--- config.mk ---
export PLATFORM = sky130hd
export DESIGN_NAME = bp_be_irf_dbg_access
export DESIGN_NICKNAME = d
export VERILOG_FILES = /design/src/rtl/bp_be_irf_dbg_access.sv
export SDC_FILE = /design/constraint.sdc
export NUM_CORES = 1
export LEC_CHECK = 0
export ABC_AREA = 1
export BUFFER_PORTS_ARGS = -buffer_cell sky130_fd_sc_hd__buf_2
export CAP_MARGIN = 0
export CORE_ASPECT_RATIO = 0.9
export CORE_MARGIN = 1.5
export CORE_UTILIZATION = 49
export DETAILED_ROUTE_END_ITERATION = 6
export MAX_ROUTING_LAYER = met4
export PLACE_DENSITY_LB_ADDON = 0.05
export SETUP_SLACK_MARGIN = 0.05
export SLEW_MARGIN = 0
export SYNTH_ARGS = -nofsm -noshare
export SYNTH_HDL_FRONTEND = slang
export SYNTH_SLANG_ARGS = --single-unit
--- constraint.sdc ---
create_clock -name clk_i -period 2.3 [get_ports clk_i]
set_clock_uncertainty 0.1 [all_clocks]
set_input_delay 0.345 -clock clk_i [delete_from_list [all_inputs] [get_ports clk_i]]
set_output_delay 0.345 -clock clk_i [all_outputs]
set_load 0.05 [all_outputs]
--- src/rtl/bp_be_irf_dbg_access.sv ---
// Debug access port to the integer register file: one read or write per request.
// Optional macro BP_BE_IRF_DBG_X0_GUARD_EN refuses debug writes to register 0.
module bp_be_irf_dbg_access #(
    parameter int dword_width_p    = 64,
    parameter int reg_addr_width_p = 5
) (
    input  logic                        clk_i,
    input  logic                        reset_n_i,
    input  logic                        halted_i,
    input  logic                        req_v_i,
    output logic                        req_ready_o,
    input  logic                        req_w_i,
    input  logic [reg_addr_width_p-1:0] req_addr_i,
    input  logic [dword_width_p-1:0]    req_data_i,
    output logic                        resp_v_o,
    input  logic                        resp_ready_i,
    output logic [dword_width_p-1:0]    resp_data_o,
    output logic                        resp_err_o,
    output logic                        irf_r_v_o,
    output logic                        irf_w_v_o,
    output logic [reg_addr_width_p-1:0] irf_addr_o,
    output logic [dword_width_p-1:0]    irf_data_o,
    input  logic [dword_width_p-1:0]    irf_data_i
);

`ifdef BP_BE_IRF_DBG_X0_GUARD_EN
    localparam logic X0_GUARD = 1'b1;
`else
    localparam logic X0_GUARD = 1'b0;
`endif

    typedef enum logic [1:0] {
        IDLE,
        ACCESS,
        CAPTURE,
        RESP
    } state_e;

    state_e                      state_q, state_d;
    logic                        ready_q, ready_d;
    logic                        w_q, w_d;
    logic [reg_addr_width_p-1:0] addr_q, addr_d;
    logic [dword_width_p-1:0]    data_q, data_d;
    logic [dword_width_p-1:0]    resp_data_q, resp_data_d;
    logic                        resp_err_q, resp_err_d;

    logic accept;
    logic x0_hit;
    logic refuse;

    assign accept = req_v_i & ready_q;
    assign x0_hit = X0_GUARD & req_w_i & (req_addr_i == '0);
    assign refuse = ~halted_i | x0_hit;

    always_comb begin
        state_d     = state_q;
        w_d         = w_q;
        addr_d      = addr_q;
        data_d      = data_q;
        resp_data_d = resp_data_q;
        resp_err_d  = resp_err_q;
        unique case (state_q)
            IDLE: begin
                if (accept) begin
                    w_d         = req_w_i;
                    addr_d      = req_addr_i;
                    data_d      = req_data_i;
                    resp_data_d = '0;
                    resp_err_d  = refuse;
                    state_d     = refuse ? RESP : ACCESS;
                end
            end
            ACCESS: begin
                state_d = w_q ? RESP : CAPTURE;
            end
            CAPTURE: begin
                resp_data_d = irf_data_i;
                state_d     = RESP;
            end
            RESP: begin
                if (resp_ready_i) begin
                    state_d = IDLE;
                end
            end
            default: state_d = IDLE;
        endcase
        // Registered ready: low in reset and in the handshake cycle.
        ready_d = (state_d == IDLE);
    end

    always_ff @(posedge clk_i or negedge reset_n_i) begin
        if (!reset_n_i) begin
            state_q     <= IDLE;
            ready_q     <= 1'b0;
            w_q         <= 1'b0;
            addr_q      <= '0;
            data_q      <= '0;
            resp_data_q <= '0;
            resp_err_q  <= 1'b0;
        end else begin
            state_q     <= state_d;
            ready_q     <= ready_d;
            w_q         <= w_d;
            addr_q      <= addr_d;
            data_q      <= data_d;
            resp_data_q <= resp_data_d;
            resp_err_q  <= resp_err_d;
        end
    end

    assign req_ready_o = ready_q;
    assign resp_v_o    = (state_q == RESP);
    assign resp_data_o = resp_data_q;
    assign resp_err_o  = resp_err_q;
    assign irf_r_v_o   = (state_q == ACCESS) & ~w_q;
    assign irf_w_v_o   = (state_q == ACCESS) & w_q;
    assign irf_addr_o  = addr_q;
    assign irf_data_o  = data_q;

endmodule

==> results of run 1 <==
state kept, by name, indices dropped and copies added, names as in the netlist:
name and cells:
irf_data_o 64, resp_data_o 64, irf_addr_o 5, state_q 2, req_ready_o 1, resp_err_o 1, w_q 1
final timing paths:
path	endpoint	depth (start not counted)
setup / recovery	resp_v_o	4
hold / removal	irf_data_o[49]	3
setup reg to reg	irf_data_o[44]	5
hold reg to reg	irf_data_o[21]	2
max in group asynchronous	state_q[1]	3
min in group asynchronous	irf_data_o[39]	2
stage by stage:
stage          power (mW)  utilization (%)  hold slack (ns)
6_report            14.03            68.17          0.02144
5_1_grt             14.80            68.17         0.007407
4_1_cts             14.12            68.17         0.009053
3_5_place_dp        11.78            63.59          0.04975
3_3_place_gp        11.62            63.59          0.04846
2_1_floorplan       9.897                -         -0.05059
worst max-delay path, stage by stage, from the launching register on:
cell     delay (ns)
dfrtp_2        0.48
buf_4          0.35
nand2_1        0.10
inv_1          0.07
buf_2          0.26
logic make-up after synthesis:
| logic type | after synthesis |
|---|---|
| simple gates | 419 |
| flops | 138 |
| buf+inv | 51 |
where the power goes:
part | switching (mW) | leakage [nW] | internal (mW) | total [mW]
Clock | 0.928 | 0.242 | 1.38 | 2.31
Sequential | 0.625 | 1.73 | 3.56 | 4.18
Combinational | 5.91 | 2.46 | 1.62 | 7.53
Total | 7.46 | 4.43 | 6.56 | 14.0
cell usage in the layout (no fill, tap or decap):
cell type / instances
dfrtp_2: 1
buf_12: 3
dfrtp_1: 137
nor2_2: 1
buf_2: 275
clkbuf_16: 17
dlygate4sd3_1: 1
inv_2: 1
buf_4: 7
inv_1: 6
buf_6: 1
clkbuf_1: 8
clkinv_2: 4
nand2_4: 1
nor2_1: 2
nand2_2: 1
clkbuf_8: 1
nand2_1: 283
inv_8: 1
nand3_1: 131
layout make-up:
cell class | instances | share of cell area [%]
clock inverters | 4 | 0.2694
flip-flops and latches | 138 | 46.49
well taps | 152 | 2.559
inverters | 8 | 0.5051
clock buffers | 26 | 6.314
multi-input cells | 419 | 23.54
repair buffers | 287 | 20.32
routing by layer:
layer / share of wire [%] / GRT usage [%] / wire length (um) / vias to the layer above
met5: 0 / - / 0 / -
met4: 1.6 / 8.289 / 249 / 0
met3: 8.0 / 9.070 / 1223 / 18
met2: 50 / 44.31 / 7606 / 204
met1: 41 / 32.65 / 6247 / 2431
li1: - / - / - / 2457
==> flow_summary.toml, run 1 <==
[run_status]
status = "finished clean"

[clocking]
ctsHtreeMaxLevel = 4
clockBufferDepth = 2
clkTransAtPathRegs_ns = 0.05
cts-root-buf = "clkbuf_16"
postCtsSetupBuffers = 0
cts_inserted_buffers = 17
cts_sinks = 138
hold_buffers = 1
post_cts_resized = 0
clock_latency_ns = 0.41
cts_tree = "built"

[setup_path]
required_ns = 1.86
crit_type = "flip-flop to output port"
rr_startpoint = "state_q[1]"
arrival_ns = 1.68
critPathMaxFanout = 31
critPathLaunch = "state_q[1]"
start_kind = "flip-flop"
regToRegSetupSlack_ns = 0.52
critPathCaptureType = "output port"

[yosys]
synth.area.top_cells = "dfrtp_1, nand2_1, nand3_1, buf_2, buf_6"
synth_seq_cells = 138
yosysWarnings = 0
syn_avg_cell_area_um2 = 9.065
synth_cell_types = 13
synth.mux.area_fraction_pct = 0
syn_inst = 608
synth-simple-area-share_pct = 31.60
syn_nets = 747
synth_top_family_by_area = "simple AND/OR/NAND/NOR gates"
synth_compound_area_share_pct = 0
synth_edf_count = 0
yosysSeqAreaShare_pct = 62.66
synth_adder_area_share_pct = 0
yosysMostFrequentCell = "nand2_1"
async_flop_share_pct = 100.0
netlist.area_leader.share_pct = 62.66
ys.flop_type = "dfrtp_1"
synth.top_cells.by_count = "nand2_1, dfrtp_1, nand3_1"
synth_xor_area_share_pct = 0
synth_area_leader_cell = "dfrtp_1"
synth_area_um2 = 5512

[floorplanning]
core_area_um2 = 10900
die_width_um = 114.8
row_count = 36
die_area_um2 = 11890
die_h_um = 103.6
ios = 277
start_util_pct = 50.56

[sta]
slew_headroom_pct = 58.49
rsz0062_at_grt = "false"
period_needed_ns = 2.124
setup_tns_ns = 0
setup_viol = 0
setup_ws_ns = 0.1764
post-route-period-util_pct = 92.33
hold_viol = 0
worst_pin_slew_ns = 0.6227
max_clock_freq_ghz = 0.4709
maxSlewViolCount = 0

[power_and_ir_drop]
leakage_nw = 4.430
vdd_drop_max_v = 0.0009864
power_density_nw_per_um2 = 1888

[global_route]
grt_use_total_pct = 27.38
grt_pass1_vias = 5014
grt_pass1_wl_mm = 24.47
grt_max_degree = 71
grt.overflow.total = 0
antenna_found_initial = 0

[route]
drc = 0
viasPerCell = 4.942
totalWireLength_mm = 15.33
drtPass1Iterations = 5
antenna_left = 0
wl_per_cell_um = 14.82
drtIter0Drc = 267
via_count = 5110

[min_path]
hold_path_class = "input pin to flip-flop"
hp-start = "req_data_i[49]"

[flow_run]
cap_violations = 0

[final_layout]
finalNonFillerCells = 1034
seq_area_um2 = 3455
antenna_cells = 0
num-fill-cells = 923
final_nets = 1010
area_growth_pct = 34.82
multiInputGateArea_um2 = 1749
final_layout_size_suffix_gt1_share_pct = 35.60
stdcell_area_um2 = 7431

[placed_design]
portBuffers = 276
gp_congestion = 0.8104
dp_hpwl_mm = 10.77
numPlacedInstances = 1003
dpl_cell_area_um2 = 6932
pre_cts_ws_ns = 0.5192
Power figures use the tool's default switching activity.
==> inputs of run 2 (changes only) <==
--- a/config.mk
+++ b/config.mk
@@ -12,6 +12,7 @@
 export CORE_MARGIN = 1.5
 export CORE_UTILIZATION = 49
 export DETAILED_ROUTE_END_ITERATION = 6
+export GPL_TIMING_DRIVEN = 0
 export MAX_ROUTING_LAYER = met4
 export PLACE_DENSITY_LB_ADDON = 0.05
 export SETUP_SLACK_MARGIN = 0.05
==> run 2 against run 1 <==
  * Routed wire length increased by 0.68%
  * Highest routed layer unchanged
  * Largest cell class unchanged
  * Critical path depth increased by 2
  * Largest power group unchanged
  * Final cell count increased by 3.3%
  * Power increased by 2.4%
  * Clock-buffer cell count increased by 1
==> flow_summary.toml, run 2 (synthesis results as in run 1) <==
[floorplanning]
start_util_pct = 50.56
die_area_um2 = 11890
row_count = 36
die_h_um = 103.6
ios = 277
die_width_um = 114.8
core_area_um2 = 10900

[power_and_ir_drop]
vdd_drop_max_v = 0.001054
leakage_nw = 4.555
power_density_nw_per_um2 = 1872

[setup_path]
max_stage_delay_ns = 0.32
crit_type = "flip-flop to output port"
arrival_ns = 1.67
crit_buf_inv = 5
critPathMaxFanout = 10
rr_worst_depth = 5
critical_path.top_delay_family = "buffers and inverters"
crit_cells = 6
required_ns = 1.86
start_kind = "flip-flop"
cp_cell_sequence = "buf_4, buf_4, buf_2, nand2_1, inv_1, buf_2"
critPathCaptureType = "output port"
slowest_stage = "dfrtp_1"

[final_layout]
mostFrequentLayoutCells = "buf_2, nand2_1, dfrtp_1, nand3_1, clkbuf_16"
multiInputGateArea_um2 = 1742
mostFrequentLayoutCell = "buf_2"
final_nets = 1044
seq_area_um2 = 3453
final_layout_size_suffix_gt1_share_pct = 37.27
area_growth_pct = 39.30
fin_util_pct = 70.43
finalNonFillerCells = 1068
num-fill-cells = 881

[sta]
slew_headroom_pct = 63.26
hold_ws_ns = 0.02430
worst_pin_slew_ns = 0.5511
setup_tns_ns = 0
max_clock_freq_ghz = 0.4726
maxSlewViolCount = 0
period_needed_ns = 2.116
setup_viol = 0
post-route-period-util_pct = 91.99
rsz0062_at_grt = "false"
hold_viol = 0

[clocking]
postCtsSetupBuffers = 0
cts_sinks = 138
cts-root-buf = "clkbuf_16"
clkTransAtPathRegs_ns = 0.06
cts_inserted_buffers = 17
ctsHtreeMaxLevel = 4
hold_buffers = 1
cts_tree = "built"
clockBufferDepth = 2
clock_latency_ns = 0.41
post_cts_resized = 0

[route]
antenna_left = 0
wl_per_cell_um = 14.45
totalWireLength_mm = 15.43
via_count = 5203
viasPerCell = 4.872
drtIter0Drc = 319
drtPass1Iterations = 5
drc = 0

[flow_run]
cap_violations = 0

[placed_design]
dp_hpwl_mm = 11.16
gp_congestion = 0.7807
numPlacedInstances = 1037
portBuffers = 276

[global_route]
grt_max_degree = 82
grt_use_total_pct = 27.47
antenna_found_initial = 1
grt.overflow.total = 0
grt_pass1_vias = 5025
grt_pass1_wl_mm = 24.55

[min_path]
hold_path_depth = 3
hold_path_class = "input pin to flip-flop"

[run_status]
status = "finished clean"
-- run 2: changes by cell type in the layout (fill, tap and decap cells not counted), sizes merged --
cell    delta
clkbuf     +7
diode      +1
bufinv     +1
clkinv     -3
buf       +28
-- run 2: through the flow --
step                worst slack [ns]  total power [mW]  area, um^2
floorplan                     0.6035             9.897        5512
global placement              -1.029             11.70        7083
detailed placement            0.6010             11.85        7117
CTS                           0.1482             14.45        7675
global route                 0.09333             15.14        7677
finish                        0.1842             14.37        7677
-- run 2: final timing paths --
kind	from	to	slack, ns
max	state_q[1]	resp_v_o	0.18
min	req_data_i[1]	irf_data_o[1]	0.02
max reg2reg	state_q[0]	resp_data_o[23]	0.80
min reg2reg	resp_err_o	resp_err_o	0.37
max in group asynchronous	reset_n_i	resp_data_o[35]	0.94
min in group asynchronous	reset_n_i	irf_data_o[40]	0.38
-- run 2: metal layers --
metal,routed length [um],GRT usage [%]
met1,6164,32.07
met5,0,-
met4,361,9.347
met2,7556,44.95
met3,1349,8.719
-- run 2: layout make-up --
cell class,count,share of cell area [%]
multi-input cells,419,22.69
diodes,1,0.03259
flip-flops and latches,138,44.98
inverters,8,0.4889
repair buffers,278,18.56
clock buffers,27,6.682
clock inverters,2,0.4563
well taps,152,2.477
plain buffers,43,3.634
-- run 2: worst register-to-register path: cells and delay by family (launching register included) --
family                 cells  cell delay (ns)
buffers and inverters      3             0.64
flip-flops                 1             0.44
AND/OR/NAND/NOR            2             0.26
-- run 2: power breakdown --
part,leakage [nW],switching [mW],internal [mW]
Clock,0.269,0.933,1.61
Sequential,1.73,0.583,3.56
Combinational,2.56,5.97,1.72
Total,4.55,7.48,6.88
